==> src/rtl/spi_pkg.sv <==
// Shared encodings for the multi-lane SPI responder: lane modes, word lengths, FSM states.
package spi_pkg;

  localparam logic [1:0] LANE_1 = 2'd0;
  localparam logic [1:0] LANE_2 = 2'd1;
  localparam logic [1:0] LANE_4 = 2'd2;

  localparam logic [5:0] W16 = 6'd16;
  localparam logic [5:0] W32 = 6'd32;

  typedef enum logic [1:0] {StIdle, StLoad, StShift} spi_state_e;

  // Reserved mode 3 falls through to the 4-lane setting.
  function automatic logic [5:0] lane_count(input logic [1:0] mode);
    case (mode)
      LANE_1:  lane_count = 6'd1;
      LANE_2:  lane_count = 6'd2;
      default: lane_count = 6'd4;
    endcase
  endfunction

  function automatic logic [3:0] lane_mask(input logic [1:0] mode);
    case (mode)
      LANE_1:  lane_mask = 4'b0001;
      LANE_2:  lane_mask = 4'b0011;
      LANE_4:  lane_mask = 4'b1111;
      default: lane_mask = 4'b1111;
    endcase
  endfunction

endpackage

==> src/rtl/spi_sync_edge.sv <==
// Multi-flop synchroniser with registered one-clk rise/fall strobes.
module spi_sync_edge #(
  parameter int unsigned SYNC_STAGES = 2
) (
  input  logic clk,
  input  logic rst_n,
  input  logic din,
  output logic rise,
  output logic fall
);

  // Top bit holds the previous synchronised value for edge comparison.
  logic [SYNC_STAGES:0] sync_q;
  logic                 rise_q;
  logic                 fall_q;

  always_ff @(posedge clk or negedge rst_n) begin
    if (!rst_n) begin
      sync_q <= '0;
      rise_q <= 1'b0;
      fall_q <= 1'b0;
    end else begin
      sync_q <= {sync_q[SYNC_STAGES-1:0], din};
      rise_q <= sync_q[SYNC_STAGES-1] & ~sync_q[SYNC_STAGES];
      fall_q <= ~sync_q[SYNC_STAGES-1] & sync_q[SYNC_STAGES];
    end
  end

  assign rise = rise_q;
  assign fall = fall_q;

endmodule

==> src/rtl/spi_slave_if.sv <==
// SPI mode-0 responder with 1/2/4 lanes and 16/32-bit words, oversampled in the clk domain.
// MAX_W must be at least 32.
module spi_slave_if
  import spi_pkg::*;
#(
  parameter int unsigned SYNC_STAGES = 2,
  parameter int unsigned MAX_W       = 32
) (
  input  logic             clk,
  input  logic             rst_n,
  input  logic             spi_sclk,
  input  logic             spi_cs_n,
  input  logic [3:0]       spi_mosi,
  output logic [3:0]       spi_miso,
  input  logic [1:0]       lane_mode,
  input  logic             word32,
  output logic [MAX_W-1:0] rx_data,
  output logic             rx_valid,
  input  logic             rx_ready,
  output logic             rx_overflow,
  input  logic [MAX_W-1:0] tx_data,
  input  logic             tx_valid,
  output logic             tx_ready,
  output logic             tx_underrun,
  output logic             frame_err
);

  logic sclk_rise, sclk_fall, cs_rise, cs_fall;

  spi_sync_edge #(.SYNC_STAGES(SYNC_STAGES)) u_sclk_sync (
    .clk  (clk),
    .rst_n(rst_n),
    .din  (spi_sclk),
    .rise (sclk_rise),
    .fall (sclk_fall)
  );

  spi_sync_edge #(.SYNC_STAGES(SYNC_STAGES)) u_cs_sync (
    .clk  (clk),
    .rst_n(rst_n),
    .din  (spi_cs_n),
    .rise (cs_rise),
    .fall (cs_fall)
  );

  logic [3:0] mosi_q [SYNC_STAGES];
  logic [3:0] mosi_s;

  always_ff @(posedge clk or negedge rst_n) begin
    if (!rst_n) begin
      for (int i = 0; i < SYNC_STAGES; i++) mosi_q[i] <= '0;
    end else begin
      mosi_q[0] <= spi_mosi;
      for (int i = 1; i < SYNC_STAGES; i++) mosi_q[i] <= mosi_q[i-1];
    end
  end

  assign mosi_s = mosi_q[SYNC_STAGES-1];

  spi_state_e       state_q;
  logic [1:0]       cfg_mode_q;
  logic             cfg_w32_q;
  logic [5:0]       bit_cnt_q;
  logic             word_start_q;
  logic [31:0]      tx_sh_q;
  logic [31:0]      rx_sh_q;
  logic [3:0]       miso_q;
  logic [MAX_W-1:0] rx_data_q;
  logic             rx_valid_q;
  logic             rx_overflow_q;
  logic             tx_ready_q;
  logic             tx_underrun_q;
  logic             frame_err_q;

  logic [5:0]  lanes;
  logic [3:0]  mask;
  logic [5:0]  wlen;
  logic [5:0]  bit_cnt_nxt;
  logic [31:0] rx_word;
  logic [31:0] tx_load;
  logic [31:0] tx_next;
  logic        word_done;

  assign lanes       = lane_count(cfg_mode_q);
  assign mask        = lane_mask(cfg_mode_q);
  assign wlen        = cfg_w32_q ? W32 : W16;
  assign bit_cnt_nxt = bit_cnt_q + lanes;
  assign rx_word     = rx_sh_q | ({28'b0, mosi_s & mask} << bit_cnt_q);
  assign tx_load     = !tx_valid ? 32'b0 :
                       cfg_w32_q ? tx_data[31:0] : {16'b0, tx_data[15:0]};
  assign tx_next     = tx_sh_q >> lanes;
  // A completing rise loses to a simultaneous cs_rise: the frame is already over.
  assign word_done   = (state_q == StShift) && sclk_rise && !cs_rise && (bit_cnt_nxt == wlen);

  always_ff @(posedge clk or negedge rst_n) begin
    if (!rst_n) begin
      state_q       <= StIdle;
      cfg_mode_q    <= LANE_1;
      cfg_w32_q     <= 1'b0;
      bit_cnt_q     <= '0;
      word_start_q  <= 1'b0;
      tx_sh_q       <= '0;
      rx_sh_q       <= '0;
      miso_q        <= '0;
      rx_data_q     <= '0;
      rx_valid_q    <= 1'b0;
      rx_overflow_q <= 1'b0;
      tx_ready_q    <= 1'b0;
      tx_underrun_q <= 1'b0;
      frame_err_q   <= 1'b0;
    end else begin
      tx_ready_q    <= 1'b0;
      tx_underrun_q <= 1'b0;
      frame_err_q   <= 1'b0;
      rx_overflow_q <= 1'b0;

      // Single-entry receive buffer; a full, unread buffer keeps its old word.
      if (word_done) begin
        if (!rx_valid_q || rx_ready) begin
          rx_data_q  <= MAX_W'(rx_word);
          rx_valid_q <= 1'b1;
        end else begin
          rx_overflow_q <= 1'b1;
        end
      end else if (rx_valid_q && rx_ready) begin
        rx_valid_q <= 1'b0;
      end

      if (cs_rise) begin
        state_q      <= StIdle;
        miso_q       <= '0;
        bit_cnt_q    <= '0;
        rx_sh_q      <= '0;
        word_start_q <= 1'b0;
        frame_err_q  <= (bit_cnt_q != '0);
      end else begin
        unique case (state_q)
          StIdle: begin
            if (cs_fall) begin
              cfg_mode_q <= lane_mode;
              cfg_w32_q  <= word32;
              state_q    <= StLoad;
            end
          end
          StLoad: begin
            tx_sh_q       <= tx_load;
            miso_q        <= tx_load[3:0] & mask;
            tx_ready_q    <= tx_valid;
            tx_underrun_q <= !tx_valid;
            bit_cnt_q     <= '0;
            rx_sh_q       <= '0;
            word_start_q  <= 1'b0;
            state_q       <= StShift;
          end
          StShift: begin
            if (sclk_rise) begin
              if (word_done) begin
                bit_cnt_q    <= '0;
                rx_sh_q      <= '0;
                word_start_q <= 1'b1;
              end else begin
                bit_cnt_q <= bit_cnt_nxt;
                rx_sh_q   <= rx_word;
              end
            end else if (sclk_fall) begin
              if (word_start_q) begin
                // Burst continuation: next word is fetched exactly as on frame start.
                tx_sh_q       <= tx_load;
                miso_q        <= tx_load[3:0] & mask;
                tx_ready_q    <= tx_valid;
                tx_underrun_q <= !tx_valid;
                word_start_q  <= 1'b0;
              end else begin
                tx_sh_q <= tx_next;
                miso_q  <= tx_next[3:0] & mask;
              end
            end
          end
          default: state_q <= StIdle;
        endcase
      end
    end
  end

  assign spi_miso    = miso_q;
  assign rx_data     = rx_data_q;
  assign rx_valid    = rx_valid_q;
  assign rx_overflow = rx_overflow_q;
  assign tx_ready    = tx_ready_q;
  assign tx_underrun = tx_underrun_q;
  assign frame_err   = frame_err_q;

endmodule

==> config.mk <==
export PLATFORM = sky130hd
export DESIGN_NAME = spi_slave_if
export DESIGN_NICKNAME = d
export VERILOG_FILES = /design/src/rtl/spi_pkg.sv /design/src/rtl/spi_sync_edge.sv /design/src/rtl/spi_slave_if.sv
export SDC_FILE = /design/constraint.sdc
export NUM_CORES = 1
export LEC_CHECK = 0
export ABC_AREA = 1
export CORE_ASPECT_RATIO = 2
export CORE_MARGIN = 8
export CORE_UTILIZATION = 66
export CTS_BUF_LIST = sky130_fd_sc_hd__clkbuf_4
export DETAILED_ROUTE_END_ITERATION = 16
export DONT_BUFFER_PORTS = 1
export PLACE_DENSITY = 0.89
export SLEW_MARGIN = 25
export SYNTH_ARGS = -nofsm -noshare
export SYNTH_HDL_FRONTEND = slang
export SYNTH_SLANG_ARGS = --single-unit
==> constraint.sdc <==
create_clock -name clk -period 3.4 [get_ports clk]
set_clock_uncertainty 0.2 [all_clocks]
set_input_delay 0.85 -clock clk [delete_from_list [all_inputs] [get_ports clk]]
set_output_delay 0.85 -clock clk [all_outputs]
set_load 0.01 [all_outputs]
==> flow_metrics.tcl <==
set metrics [dict create \
    synth_top_family_by_area "simple AND/OR/NAND/NOR gates" \
    io_buffers 0 \
    dp_hpwl_mm 12.94 \
    nets 943 \
    cts.htree.levels 4 \
    synth.most_common_cell "nand2_1" \
    slowest_stage "dfrtp_1" \
    synth_compound_area_share_pct 14.00 \
    cts_setup_buffers 0 \
    startpoint_type "register" \
    synth_top_cell_by_area "dfrtp_1" \
    power.density_nw_per_um2 712.0 \
    yosys.area_share.xor_xnor_pct 0.2477 \
    cts_sinks 134 \
    maxSlewViolCount 0 \
    grt_antenna_before_repair 1 \
    avgSynthCellArea_um2 7.780 \
    r2r_cells 11 \
    cts_buffers 17 \
    violations "hold timing" \
    coreArea_um2 10480 \
    hold_violations 134 \
    p_leak_uw 0.003789 \
    reg2reg_from "cfg_mode_q[0]" \
    synth_simple_gate_area_share_pct 27.78 \
    hold_slack_ns -0.2179 \
    hold_path.class "in -> async" \
    synthAdderAreaFrac_pct 1.062 \
    synthesis.instances 909 \
    finalSetupViolCount 0 \
    clockBufferDepth 2 \
    die-area_um2 14480 \
    synthToLayoutAreaGrowth_pct 4.140 \
    r2r_slack_ns 0.28 \
    critPathMaxFanout 37 \
    synth-async-reset-ratio_pct 100.0 \
    worstSkewPairLatency_ns 0.55 \
    synth_warnings 0 \
    routed_via_density 6.185 \
    synthMuxAreaShare_pct 0 \
    synth-edff-count 0 \
    synth_top_area_share_pct 47.42 \
    max_stage_delay_ns 0.54 \
    crit_path_end_kind "register" \
    crit_arrival_ns 3.35 \
    wirelength_mm 18.26 \
    fmax_ghz 0.3200 \
    period_minus_slack_ns 3.125 \
    regToRegEndpoint "rx_sh_q[22]" \
    peakVddDrop_mv 0.7219 \
    die_y_um 162.4 \
    ys.flop_type "dfrtp_1" \
    fill_cells 887 \
    seqPwrFrac_pct 40.6 \
    cts_tree "yes" \
    tns_ns 0 \
    clock_power_share_pct 19.6 \
    drt_pass1_iterations 6 \
    p_switching_uw 2267 \
    cts_resized 0 \
    worstMarginPinSlew_ns 0.7371 \
    finalPower_uw 5244 \
    drtIter0Drc 577 \
    synthTopCellsByArea "dfrtp_1, nand2_1, nand3_1" \
    grt_max_degree 135 \
    crit_required_ns 3.62 \
    swShare_pct 43.24 \
    path_cells "inv_1 > nand2_1 > inv_1 > ha_1 > ha_1 > nor3_1 > nand3_1 > nor2_4 > nand2_4 > nand3_1 > nand2_1" \
    grt_pass1_vias 6100 \
    gr-usage-all-layers_pct 26.13 \
    io-pin-count 86 \
    synth.distinct_cells 39 \
    via_count 6445 \
    synth_common_cells "nand2_1, dfrtp_1, inv_1, nand3_1, a21oi_1" \
    ys_seq_area_share_pct 47.42 \
    globalplace.congestion 0.9670 \
    combPwrFrac_pct 39.9 \
    drc 0 \
    internal_power_uw 2976 \
    cp-startpoint "cfg_mode_q[0]" \
    ys_ff_latch 134 \
    netlist_area_um2 7072 \
    final_antenna_net_count 0 \
    crit_type "reg -> reg" \
    rsz0062_at_grt "false" \
    grt-ovfl-total 0 \
    synth_nets 960 \
    finalCritPeriodShare_pct 91.91 \
    status "finished with violations" \
    detail_route.wl_per_cell_um 17.52 \
    layout-drive-gt1-share_pct 7.412 \
    start_util_pct 67.49 \
    timing.slew.headroom_pct 50.34 \
    cts-root-buf "clkbuf_4" \
    grt_pass1_wl_mm 29.30 \
    die_x_um 89.20 \
    cts.clk_slew.worst_paths_ns 0.12 \
    timing.max_cap.violations 0 \
    num_rows 53 \
]
[placed cells by master (no fill, tap or decap), types with 2 or more instances in the layout]
cell       Yosys  routed
a32oi_1        8       8
dfrtp_1      134     134
o22ai_1       14      14
clkinv_2       0       3
bufinv_16      0       2
clkbuf_4       0      21
a31oi_1        7       7
nor3_1         2       2
o211ai_1       3       3
nand2_1      268     268
inv_1         92      92
o21ai_0       23      23
a221oi_1       4       4
a32o_1         3       3
nand2_2        5       5
xor2_1         2       2
a21oi_1       74      74
inv_2          3       3
nor2_1        47      47
clkinv_4       0       2
ha_1           6       6
o221ai_1      13      13
nand3_1       78      78
a22oi_1        6       6
nand4_1       46      46
clkinv_1       0       2
buf_4          4      22
[critical path, delay by kind of cell, from the launching register on]
family / cells / cell delay [ns]
adders and majority gates: 2 / 0.51
buffers and inverters: 2 / 0.20
DFF: 1 / 0.54
and+or+nand+nor: 7 / 1.53
[per-layer routing]
layer	vias to the layer above	track usage (%)	share of wire [%]
met5	-	0	0
met4	0	16.25	5.5
met3	90	7.230	8.5
met2	356	44.50	52
met1	2976	27.13	34
li1	3023	-	-
[how the worst max path moves through the flow]
stage,endpoint,depth (start not counted)
after floorplan,rx_data[10],16
after global placement,rx_data[20],11
after detailed placement,rx_data[12],11
after CTS,rx_sh_q[22],11
after global routing,rx_sh_q[22],11
final,rx_sh_q[22],11
[through the flow]
stage	util (%)	area (um2)	std cells	worst slack [ns]	hold WS, ns
CTS	70.27	7362	1041	0.3182	-0.2396
floorplan	-	7072	909	0.6235	0.1312
finish	70.29	7365	1042	0.2751	-0.2179
detailed placement	67.73	7097	1010	0.3604	0.1362
global route	70.29	7365	1042	0.04888	-0.2606
global placement	67.73	7097	1010	0.4785	0.1326
[cells by family (layout without fill, tap and decap cells)]
logic type / count (synthesis) / after routing
other cells: 0 / 1
flops: 134 / 134
simple gates: 452 / 452
compound gates: 162 / 162
xor+xnor: 2 / 2
buf+inv: 153 / 148
fa+ha+maj: 6 / 6
[registers in the layout, summed over array words and instances, names as in the netlist, 2 cells and up]
name	flops
state_q	2
bit_cnt_q	6
rx_sh_q	32
mosi_s	4
spi_miso	4
u_sclk_sync.sync_q	3
rx_data	32
u_cs_sync.sync_q	3
cfg_mode_q	2
tx_sh_q	31
mosi_q	4
[area by class of cell]
class | count | area [um2] | share of cell area, %
Inverter | 95 | 356.6 | 4.842
Timing Repair Buffer | 22 | 165.2 | 2.243
Clock buffer | 21 | 157.7 | 2.141
Sequential cell | 134 | 3353 | 45.53
Tap cell | 137 | 171.4 | 2.328
Multi-Input combinational cell | 622 | 3050 | 41.42
Clock inverter | 10 | 107.6 | 1.461
Antenna cell | 1 | 2.502 | 0.03398
[power groups by stage]
| stage | Combinational (uW) | Clock (uW) | Sequential (uW) |
|---|---|---|---|
| final | 2090 | 1030 | 2130 |
| after global routing | 2280 | 1100 | 2150 |
| after CTS | 2040 | 1040 | 2110 |
| after detailed placement | 2030 | 0 | 2150 |
| after global placement | 2000 | 0 | 2140 |
| after floorplan | 1580 | 0 | 2050 |
Power figures use the tool's default switching activity.
